**config.mk**
```make
export PLATFORM = sky130hd
export DESIGN_NAME = ctrl_burst_gen
export DESIGN_NICKNAME = d
export VERILOG_FILES = /design/src/rtl/ctrl_burst_gen.sv
export SDC_FILE = /design/constraint.sdc
export NUM_CORES = 1
export LEC_CHECK = 0
export CAP_MARGIN = 30
export CORE_UTILIZATION = 35
export CTS_BUF_LIST = sky130_fd_sc_hd__clkbuf_16
export CTS_CLUSTER_SIZE = 16
export DETAILED_ROUTE_END_ITERATION = 16
export PLACE_DENSITY = 0.54
export SYNTH_ARGS = -nofsm -noshare
export SYNTH_HDL_FRONTEND = slang
export SYNTH_SLANG_ARGS = --single-unit
export TNS_END_PERCENT = 5
```
**constraint.sdc**
```tcl
create_clock -name clock -period 2.3 [get_ports clock]
set_clock_uncertainty 0.2 [all_clocks]
set_input_delay 0.46 -clock clock [delete_from_list [all_inputs] [get_ports clock]]
set_output_delay 0.46 -clock clock [all_outputs]
set_load 0.03 [all_outputs]
```
**src/rtl/ctrl_burst_gen.sv**
```systemverilog
// Programmable pulse-burst generator driven by a firmware control register.
// A rising edge on start launches burst_len fixed-width pulses on pulse_out,
// separated by LowCycles-long gaps; busy/done/pulses_left feed a status register.
module ctrl_burst_gen #(
  parameter int HighCycles = 4,
  parameter int LowCycles  = 4,
  parameter int CountWidth = 4
) (
  input  logic                  clock,
  input  logic                  reset,
  input  logic                  start,
  input  logic                  abort,
  input  logic [CountWidth-1:0] burst_len,
  output logic                  pulse_out,
  output logic                  busy,
  output logic                  done,
  output logic [CountWidth-1:0] pulses_left
);

  typedef enum logic [1:0] {
    IDLE,
    HIGH,
    LOW,
    DONE
  } state_t;

  localparam logic [7:0] HighReload = 8'(HighCycles - 1);
  localparam logic [7:0] LowReload  = 8'(LowCycles - 1);

  state_t                state;
  state_t                state_next;
  logic [7:0]            timer;
  logic [7:0]            timer_next;
  logic                  start_d;
  logic                  start_edge;
  logic [CountWidth-1:0] left_next;
  logic                  pulse_next;
  logic                  busy_next;
  logic                  done_next;

  assign start_edge = start & ~start_d;

  // State, phase timer, start history and all outputs live in flops so that
  // pulse_out comes straight from a register and cannot glitch.
  always_ff @(posedge clock) begin
    if (!reset) begin
      state       <= IDLE;
      timer       <= 8'd0;
      start_d     <= 1'b0;
      pulse_out   <= 1'b0;
      busy        <= 1'b0;
      done        <= 1'b0;
      pulses_left <= '0;
    end else begin
      state       <= state_next;
      timer       <= timer_next;
      start_d     <= start;
      pulse_out   <= pulse_next;
      busy        <= busy_next;
      done        <= done_next;
      pulses_left <= left_next;
    end
  end

  // Next-state logic; outputs are decoded from the next state so they line up
  // with the state register instead of lagging it by a cycle.
  always_comb begin
    state_next = state;
    timer_next = timer;
    left_next  = pulses_left;
    unique case (state)
      IDLE: begin
        if (start_edge && !abort) begin
          left_next = burst_len;
          if (burst_len == '0) begin
            state_next = DONE;
          end else begin
            state_next = HIGH;
            timer_next = HighReload;
          end
        end
      end
      HIGH: begin
        if (abort) begin
          state_next = IDLE;
          timer_next = 8'd0;
          left_next  = '0;
        end else if (timer == 8'd0) begin
          left_next = pulses_left - CountWidth'(1);
          if (left_next == '0) begin
            state_next = DONE;
          end else begin
            state_next = LOW;
            timer_next = LowReload;
          end
        end else begin
          timer_next = timer - 8'd1;
        end
      end
      LOW: begin
        if (abort) begin
          state_next = IDLE;
          timer_next = 8'd0;
          left_next  = '0;
        end else if (timer == 8'd0) begin
          state_next = HIGH;
          timer_next = HighReload;
        end else begin
          timer_next = timer - 8'd1;
        end
      end
      DONE: begin
        state_next = IDLE;
      end
    endcase
    pulse_next = (state_next == HIGH);
    busy_next  = (state_next == HIGH) || (state_next == LOW);
    done_next  = (state_next == DONE);
  end

endmodule

```
==> results.md, run 1 <==
* Clock sink count at 18
* Die area at 3610 sq um
* Clk_lat worst skew at 0.25 ns
* Core ar. at 3130 sq um
* Max Clk Rate at 0.442 GHz
* H-Tree Level Count at 1
* Top FF cell, synth: dfxtp_1
* Power, Total at 1.56 mW
* Slowest cell delay on critical path at 0.61 ns
* CTS Root Buffer Type: clkbuf_16
* # diodes at 0
* Post-DP Area at 1540 sq um
* CTS buffer count at 3
* Dpl ws at -0.274 ns
* Leakage at 0.705 nW
* Synth Instances at 138
* Final hold violation count at 0
* Synth async-reset ratio at 0%
* Filler cell count at 299
* Startpoint types: primary input
* Seq/Total Area, Yosys at 30.5%
* Hold Worst Slack at 0.280 ns
* Final Max Tran Viols at 0
* Worst Hold Class: register to register
* Run status: finished, final reports clean
* Arr. time, crit path at 2.23 ns
* Number of vias per cell at 5.38
* Crit path max-delay family: simple AND/OR/NAND/NOR gates
* RR Endpoint: busy$_SDFF_PN0_
* Share of post-route cells with drive strength above 1 at 27.8%
* RSZ-0062 raised after global routing: yes
* Finish-stage setup viols at 0
* CP Capture Type: register
* Worst setup margin at 0.0360 ns
* Setup Crit Path Kind: primary input to register
* VDD IR max at 405 uV
* Cell area after synthesis at 1180 sq um
* DR pass1 iterations at 4
* R2R Setup Slk at 0.04 ns
* Post-synth cell types at 45
* Routed Antenna Nets at 0
* Row count at 20
* Antenna violations before repair at 0
* Commonest cells after routing, fill and taps aside: buf_4 (26), nor2_1 (14), dfxtp_1 (14), clkdlybuf4s50_1 (14), a21oi_1 (12)
* DR DRC count at 0
* Post-layout util at 54.4%
* Fin crit share at 98.4%
* CP max-delay cell: or4b_1
* WL per Instance at 14.2 um
* Synth warnings at 0
* Hold Crit Start: timer[4]$_SDFFE_PN0P_
* Input/output buffers at 14
* Reg2Reg Launch Point: timer[1]$_SDFFE_PN0P_
* Max-cap violations at 0
* Routed Wire Length at 3190 um
* Die Ht at 60.1 um
* Vias in the first global route at 1203
* Commonest non-fill, non-tap cell in the layout: buf_4
* Critical path startpoint: abort
* Gr ovfl total at 0
* GRT Total Usage at 19.9%
* Post-synth EDFFs at 0
* CTS tree: yes
* DP HPWL at 2420 um
* Clock buffer depth at 2
* DRT iter0 DRCs at 78
* Syn Nets at 157
* # nets final at 200
* Layout Area Growth over Synthesis at 44.1%
* Starting Density at 37.8%
* Worst-path maximum fanout at 11
* Cell Chain, Critical Path: clkdlybuf4s50_1, or4b_1, o22a_4, nor3_1, a21oi_1, o31ai_1
* #FFs+latches synth at 18
* Slew HR at 68.8%
* # IOs at 15
* Clock transition at the registers of the reported paths at 0.06 ns
* Largest net degree at the start of global routing at 12
* Worst Path Required at 2.26 ns
* First-pass GRT wire length at 5280 um
* RD Place Congestion at 0.788
* Min-Delay Endpoint: timer[4]$_SDFFE_PN0P_
* Worst Reg2Reg Path Length in Cells at 8
* Post-layout min period at 2.26 ns
* CP Buf/Inv Count at 1
* Worst hold path cell count at 2
* DR vias at 1205
* Worst slew pin tran at 0.465 ns
* DIE WIDTH at 60.1 um
* Synth Area per Inst at 8.56 sq um
* Power per Cell Area at 919 nW/um^2
* Fin area at 1700 sq um
## worst max-delay path by stage
| stage | endpoint | slack, ns | cells past startpoint |
|---|---|---|---|
| 2_1_floorplan | busy$_SDFF_PN0_ | 0.08 | 8 |
| 3_3_place_gp | pulses_left[1]$_SDFFE_PN0P_ | -0.24 | 7 |
| 3_5_place_dp | timer[3]$_SDFFE_PN0P_ | -0.27 | 6 |
| 4_1_cts | busy$_SDFF_PN0_ | 0.006 | 8 |
| 5_1_grt | busy$_SDFF_PN0_ | -0.09 | 8 |
| 6_report | timer[3]$_SDFFE_PN0P_ | 0.04 | 6 |
## layer usage
| layer | global-route usage (%) | part of all wire [%] |
|---|---|---|
| met5 | 0 | 0 |
| met4 | 6.98 | 1.3 |
| met3 | 3.03 | 5.2 |
| met2 | 35.6 | 47 |
| met1 | 23.9 | 46 |
## tightest hold or removal path: cells and delay by family (launching register included)
kind | cells | cell delay (ns)
AO/OA/AOI/OAI | 2 | 0.12
flip-flops | 1 | 0.31
## through the flow
step / instances / setup TNS [ns]
finish: 224 / 0
floorplan: 138 / 0
global route: 224 / -0.149
CTS: 222 / 0
global placement: 217 / -2.08
detailed placement: 217 / -2.50
## registers in the layout, indices dropped and copies added (netlist names)
signal	count
timer	8
state	2
pulses_left	4
done	1
busy	1
pulse_out	1
start_d	1
## synth_stat cells, types with 2 or more instances
cell / number / area share, %
nor4_1: 2 / 1.1
nor2b_1: 4 / 2.1
o21ai_1: 2 / 0.85
o31ai_1: 3 / 1.9
dfxtp_1: 18 / 31
and2_1: 5 / 2.6
nand4_1: 2 / 1.1
nand3_1: 4 / 1.7
nand2_1: 6 / 1.9
ha_1: 11 / 12
o21ai_0: 7 / 3.0
a211oi_1: 2 / 1.3
nor3_1: 3 / 1.3
nor2_1: 14 / 4.4
a21oi_1: 12 / 5.1
o311a_1: 2 / 1.7
or4b_1: 2 / 1.7
inv_1: 10 / 3.2
nor3b_1: 2 / 1.3
or3_1: 2 / 1.1
## cell families after synthesis
kind of cell / synth area share [%]
compound gates: 24.9
xor+xnor: 0.742
fa+ha+maj: 11.7
buf+inv: 3.92
flops: 30.5
mux: 0.953
simple gates: 27.3
## area by class of cell
type                    count  area (sq um)  share of cell area (%)
repair buffers             40           335                    19.7
well taps                  44          55.1                    3.24
multi-input cells         108           830                    48.8
clock inverters             1          3.75                   0.221
flip-flops and latches     18           365                    21.5
inverters                  10          37.5                    2.21
clock buffers               3          75.1                    4.41
## power by group
group	switching (mW)	internal (mW)	leakage (nW)	total [mW]
Combinational	0.403	0.396	0.518	0.799
Clock	0.124	0.231	0.0385	0.356
Sequential	0.0432	0.366	0.148	0.409
## what timing repair did
item                                    4_1_cts  5_1_grt
endpoints found under the setup margin        4       12
buffers inserted                              1        2
pin swaps                                     2        3
hold buffers                                  0        0
gates resized for setup                       9        6
(Power assumes the default switching activity.)
==> inputs of run 2 (changes only) <==
CTS_CLUSTER_DIAMETER = 60   (was unset)
==> results of run 2 <==
Final layout, timing and power as in run 1 (identical DEF).
==> inputs of run 3 (changes only) <==
CTS_BUF_LIST = sky130_fd_sc_hd__clkbuf_8   (was sky130_fd_sc_hd__clkbuf_16)
==> run 3 against run 2 <==
Effect of this change:
- clock power fell by 26%
- utilization is 1.4 points lower
- sequential power about the same
- first-iteration DRC count shrank 9.0%
- die area unchanged
- cell count fell by 0.45%
- sequential cell count stayed put
==> results.md, run 3 (same netlist as run 1, synthesis figures left out) <==
* CTS Hold Bufs at 0 (unchanged)
* CTS tree: yes (unchanged)
* DIE WIDTH at 60.1 um (unchanged)
* CP Capture Type: register (unchanged)
* Top Registers: timer x8, pulses_left x4, state x2 (unchanged)
* Met1 Track Usage GR at 23.8% (was 23.9%)
* Fin crit share at 98.9% (was 98.4%)
* Critical path startpoint: timer[1]$_SDFFE_PN0P_ (was abort)
* Worst Path Required at 2.29 ns (was 2.26 ns)
* DR vias at 1181 (was 1205)
* Worst Reg2Reg Path Length in Cells at 8 (unchanged)
* Worst Hold Class: register to register (unchanged)
* Setup Crit Path Kind: register to register (was primary input to register)
* Layout Area Growth over Synthesis at 40.3% (was 44.1%)
* First-pass GRT wire length at 5260 um (was 5280 um)
* Post-layout min period at 2.27 ns (was 2.26 ns)
* Reg2Reg Launch Point: timer[1]$_SDFFE_PN0P_ (unchanged)
* Final hold violation count at 0 (unchanged)
* Number of vias per cell at 5.30 (was 5.38)
* Share of post-route cells with drive strength above 1 at 27.4% (was 27.8%)
* CTS buffer count at 3 (unchanged)
* RSZ-0062 raised after global routing: yes (unchanged)
* Clock sink count at 18 (unchanged)
* RR Endpoint: busy$_SDFF_PN0_ (unchanged)
* H-Tree Level Count at 1 (unchanged)
* VDD IR max at 432 uV (was 405 uV)
* DR DRC count at 0 (unchanged)
* Power, Total at 1.45 mW (was 1.56 mW)
* Core ar. at 3130 sq um (unchanged)
* Largest net degree at the start of global routing at 12 (unchanged)
* Run status: finished, final reports clean (unchanged)
* Finish-stage setup viols at 0 (unchanged)
* # IOs at 15 (unchanged)
* Routed Antenna Nets at 0 (unchanged)
* DRT iter0 DRCs at 71 (was 78)
* DP HPWL at 2420 um (unchanged)
* Routed Wire Length at 3090 um (was 3190 um)
* # diodes at 0 (unchanged)
* Arr. time, crit path at 2.26 ns (was 2.23 ns)
* Worst-path maximum fanout at 3 (was 11)
* RD Place Congestion at 0.788 (unchanged)
* Die Ht at 60.1 um (unchanged)
* Vias in the first global route at 1216 (was 1203)
* Worst hold path cell count at 2 (unchanged)
* Clk_lat worst skew at 0.26 ns (was 0.25 ns)
* Min-Delay Endpoint: timer[4]$_SDFFE_PN0P_ (unchanged)
* Row count at 20 (unchanged)
* Cells after DPL at 217 (unchanged)
* Largest register FFs at 8 (unchanged)
* Power per Cell Area at 878 nW/um^2 (was 919 nW/um^2)
* Hold Crit Start: timer[4]$_SDFFE_PN0P_ (unchanged)
* R2R Setup Slk at 0.03 ns (was 0.04 ns)
* Slew HR at 68.9% (was 68.8%)
* Met2 Use GR at 35.7% (was 35.6%)
* Top Usage Layer GRT: met2 (unchanged)
* Clock transition at the registers of the reported paths at 0.08 ns (was 0.06 ns)
* WL per Instance at 13.8 um (was 14.2 um)
* Antenna violations before repair at 0 (unchanged)
* Top reg by flops: timer (unchanged)
* GRT Total Usage at 19.8% (was 19.9%)
* Input/output buffers at 14 (unchanged)
* CTS Root Buffer Type: clkbuf_8 (was clkbuf_16)
* Die area at 3610 sq um (unchanged)
* Commonest non-fill, non-tap cell in the layout: buf_4 (unchanged)
* Worst slew pin tran at 0.464 ns (was 0.465 ns)
* Starting Density at 37.8% (unchanged)
* Leakage at 0.685 nW (was 0.705 nW)
* Gr ovfl total at 0 (unchanged)
* Commonest cells after routing, fill and taps aside: buf_4 (25), nor2_1 (14), dfxtp_1 (14), clkdlybuf4s50_1 (14), a21oi_1 (12) (was buf_4 (26), nor2_1 (14), dfxtp_1 (14), clkdlybuf4s50_1 (14), a21oi_1 (12))
* Grt met3 use at 2.38% (was 3.03%)
* Final cell count without fillers at 223 (was 224)
* Clock buffer depth at 2 (unchanged)
* Startpoint types: register (was primary input)
* DR pass1 iterations at 4 (unchanged)
* Final Max Tran Viols at 0 (unchanged)
* # nets final at 199 (was 200)
* Max Clk Rate at 0.440 GHz (was 0.442 GHz)
* Max-cap violations at 0 (unchanged)
[run 3: per-layer routing]
| layer | vias up | share of wire [%] |
|---|---|---|
| met1 | 566 | 47 |
| li1 | 590 | - |
| met2 | 23 | 48 |
| met3 | 2 | 3.8 |
| met4 | 0 | 0.62 |
| met5 | - | 0 |
[run 3: how the worst max path moves through the flow]
stage                                              to  depth (start not counted)
after floorplan                       busy$_SDFF_PN0_                          8
after global placement    pulses_left[1]$_SDFFE_PN0P_                          7
final                                 busy$_SDFF_PN0_                          8
after detailed placement        timer[3]$_SDFFE_PN0P_                          6
after global routing                  busy$_SDFF_PN0_                          8
after CTS                             busy$_SDFF_PN0_                          8
[run 3: power breakdown]
| group | total, mW | switching, mW | internal, mW | leakage, nW |
|---|---|---|---|---|
| logic | 0.781 | 0.396 | 0.385 | 0.508 |
| registers | 0.408 | 0.0433 | 0.365 | 0.148 |
| clock network | 0.264 | 0.112 | 0.152 | 0.0288 |
| total | 1.45 | 0.551 | 0.902 | 0.685 |
[run 3: cell type report]
cell class | count | area (sq um)
Clock buffer | 4 | 55.1
Fill cell | 300 | 1470
Inverter | 10 | 37.5
Multi-Input combinational cell | 108 | 816
Sequential cell | 18 | 365
Tap cell | 44 | 55.1
Timing Repair Buffer | 39 | 328
[run 3: stage by stage]
| step | setup TNS [ns] | hold WS [ns] | setup WS (ns) | utilization, % | area (sq um) |
|---|---|---|---|---|---|
| floorplan | 0 | 0.248 | 0.0783 | - | 1180 |
| global placement | -2.08 | 0.258 | -0.243 | 49.3 | 1540 |
| detailed placement | -2.50 | 0.273 | -0.274 | 49.3 | 1540 |
| CTS | 0 | 0.284 | 0.00121 | 52.6 | 1640 |
| global route | -0.229 | 0.312 | -0.108 | 53.0 | 1660 |
| finish | 0 | 0.283 | 0.0259 | 53.0 | 1660 |
[run 3: repair_timing]
item,4_1_cts,5_1_grt
pin swaps,2,2
setup buffers,2,0
setup endpoints to repair,4,9
gates resized for setup,10,3
[run 3: critical path: stages (launching register included)]
cell and delay, ns:
dfxtp_2 0.33, inv_2 0.07, ha_4 0.14, or4b_4 0.46, or3_4 0.34, a2bb2oi_2 0.13
o41a_1 0.21, ha_1 0.24, nor2_1 0.08
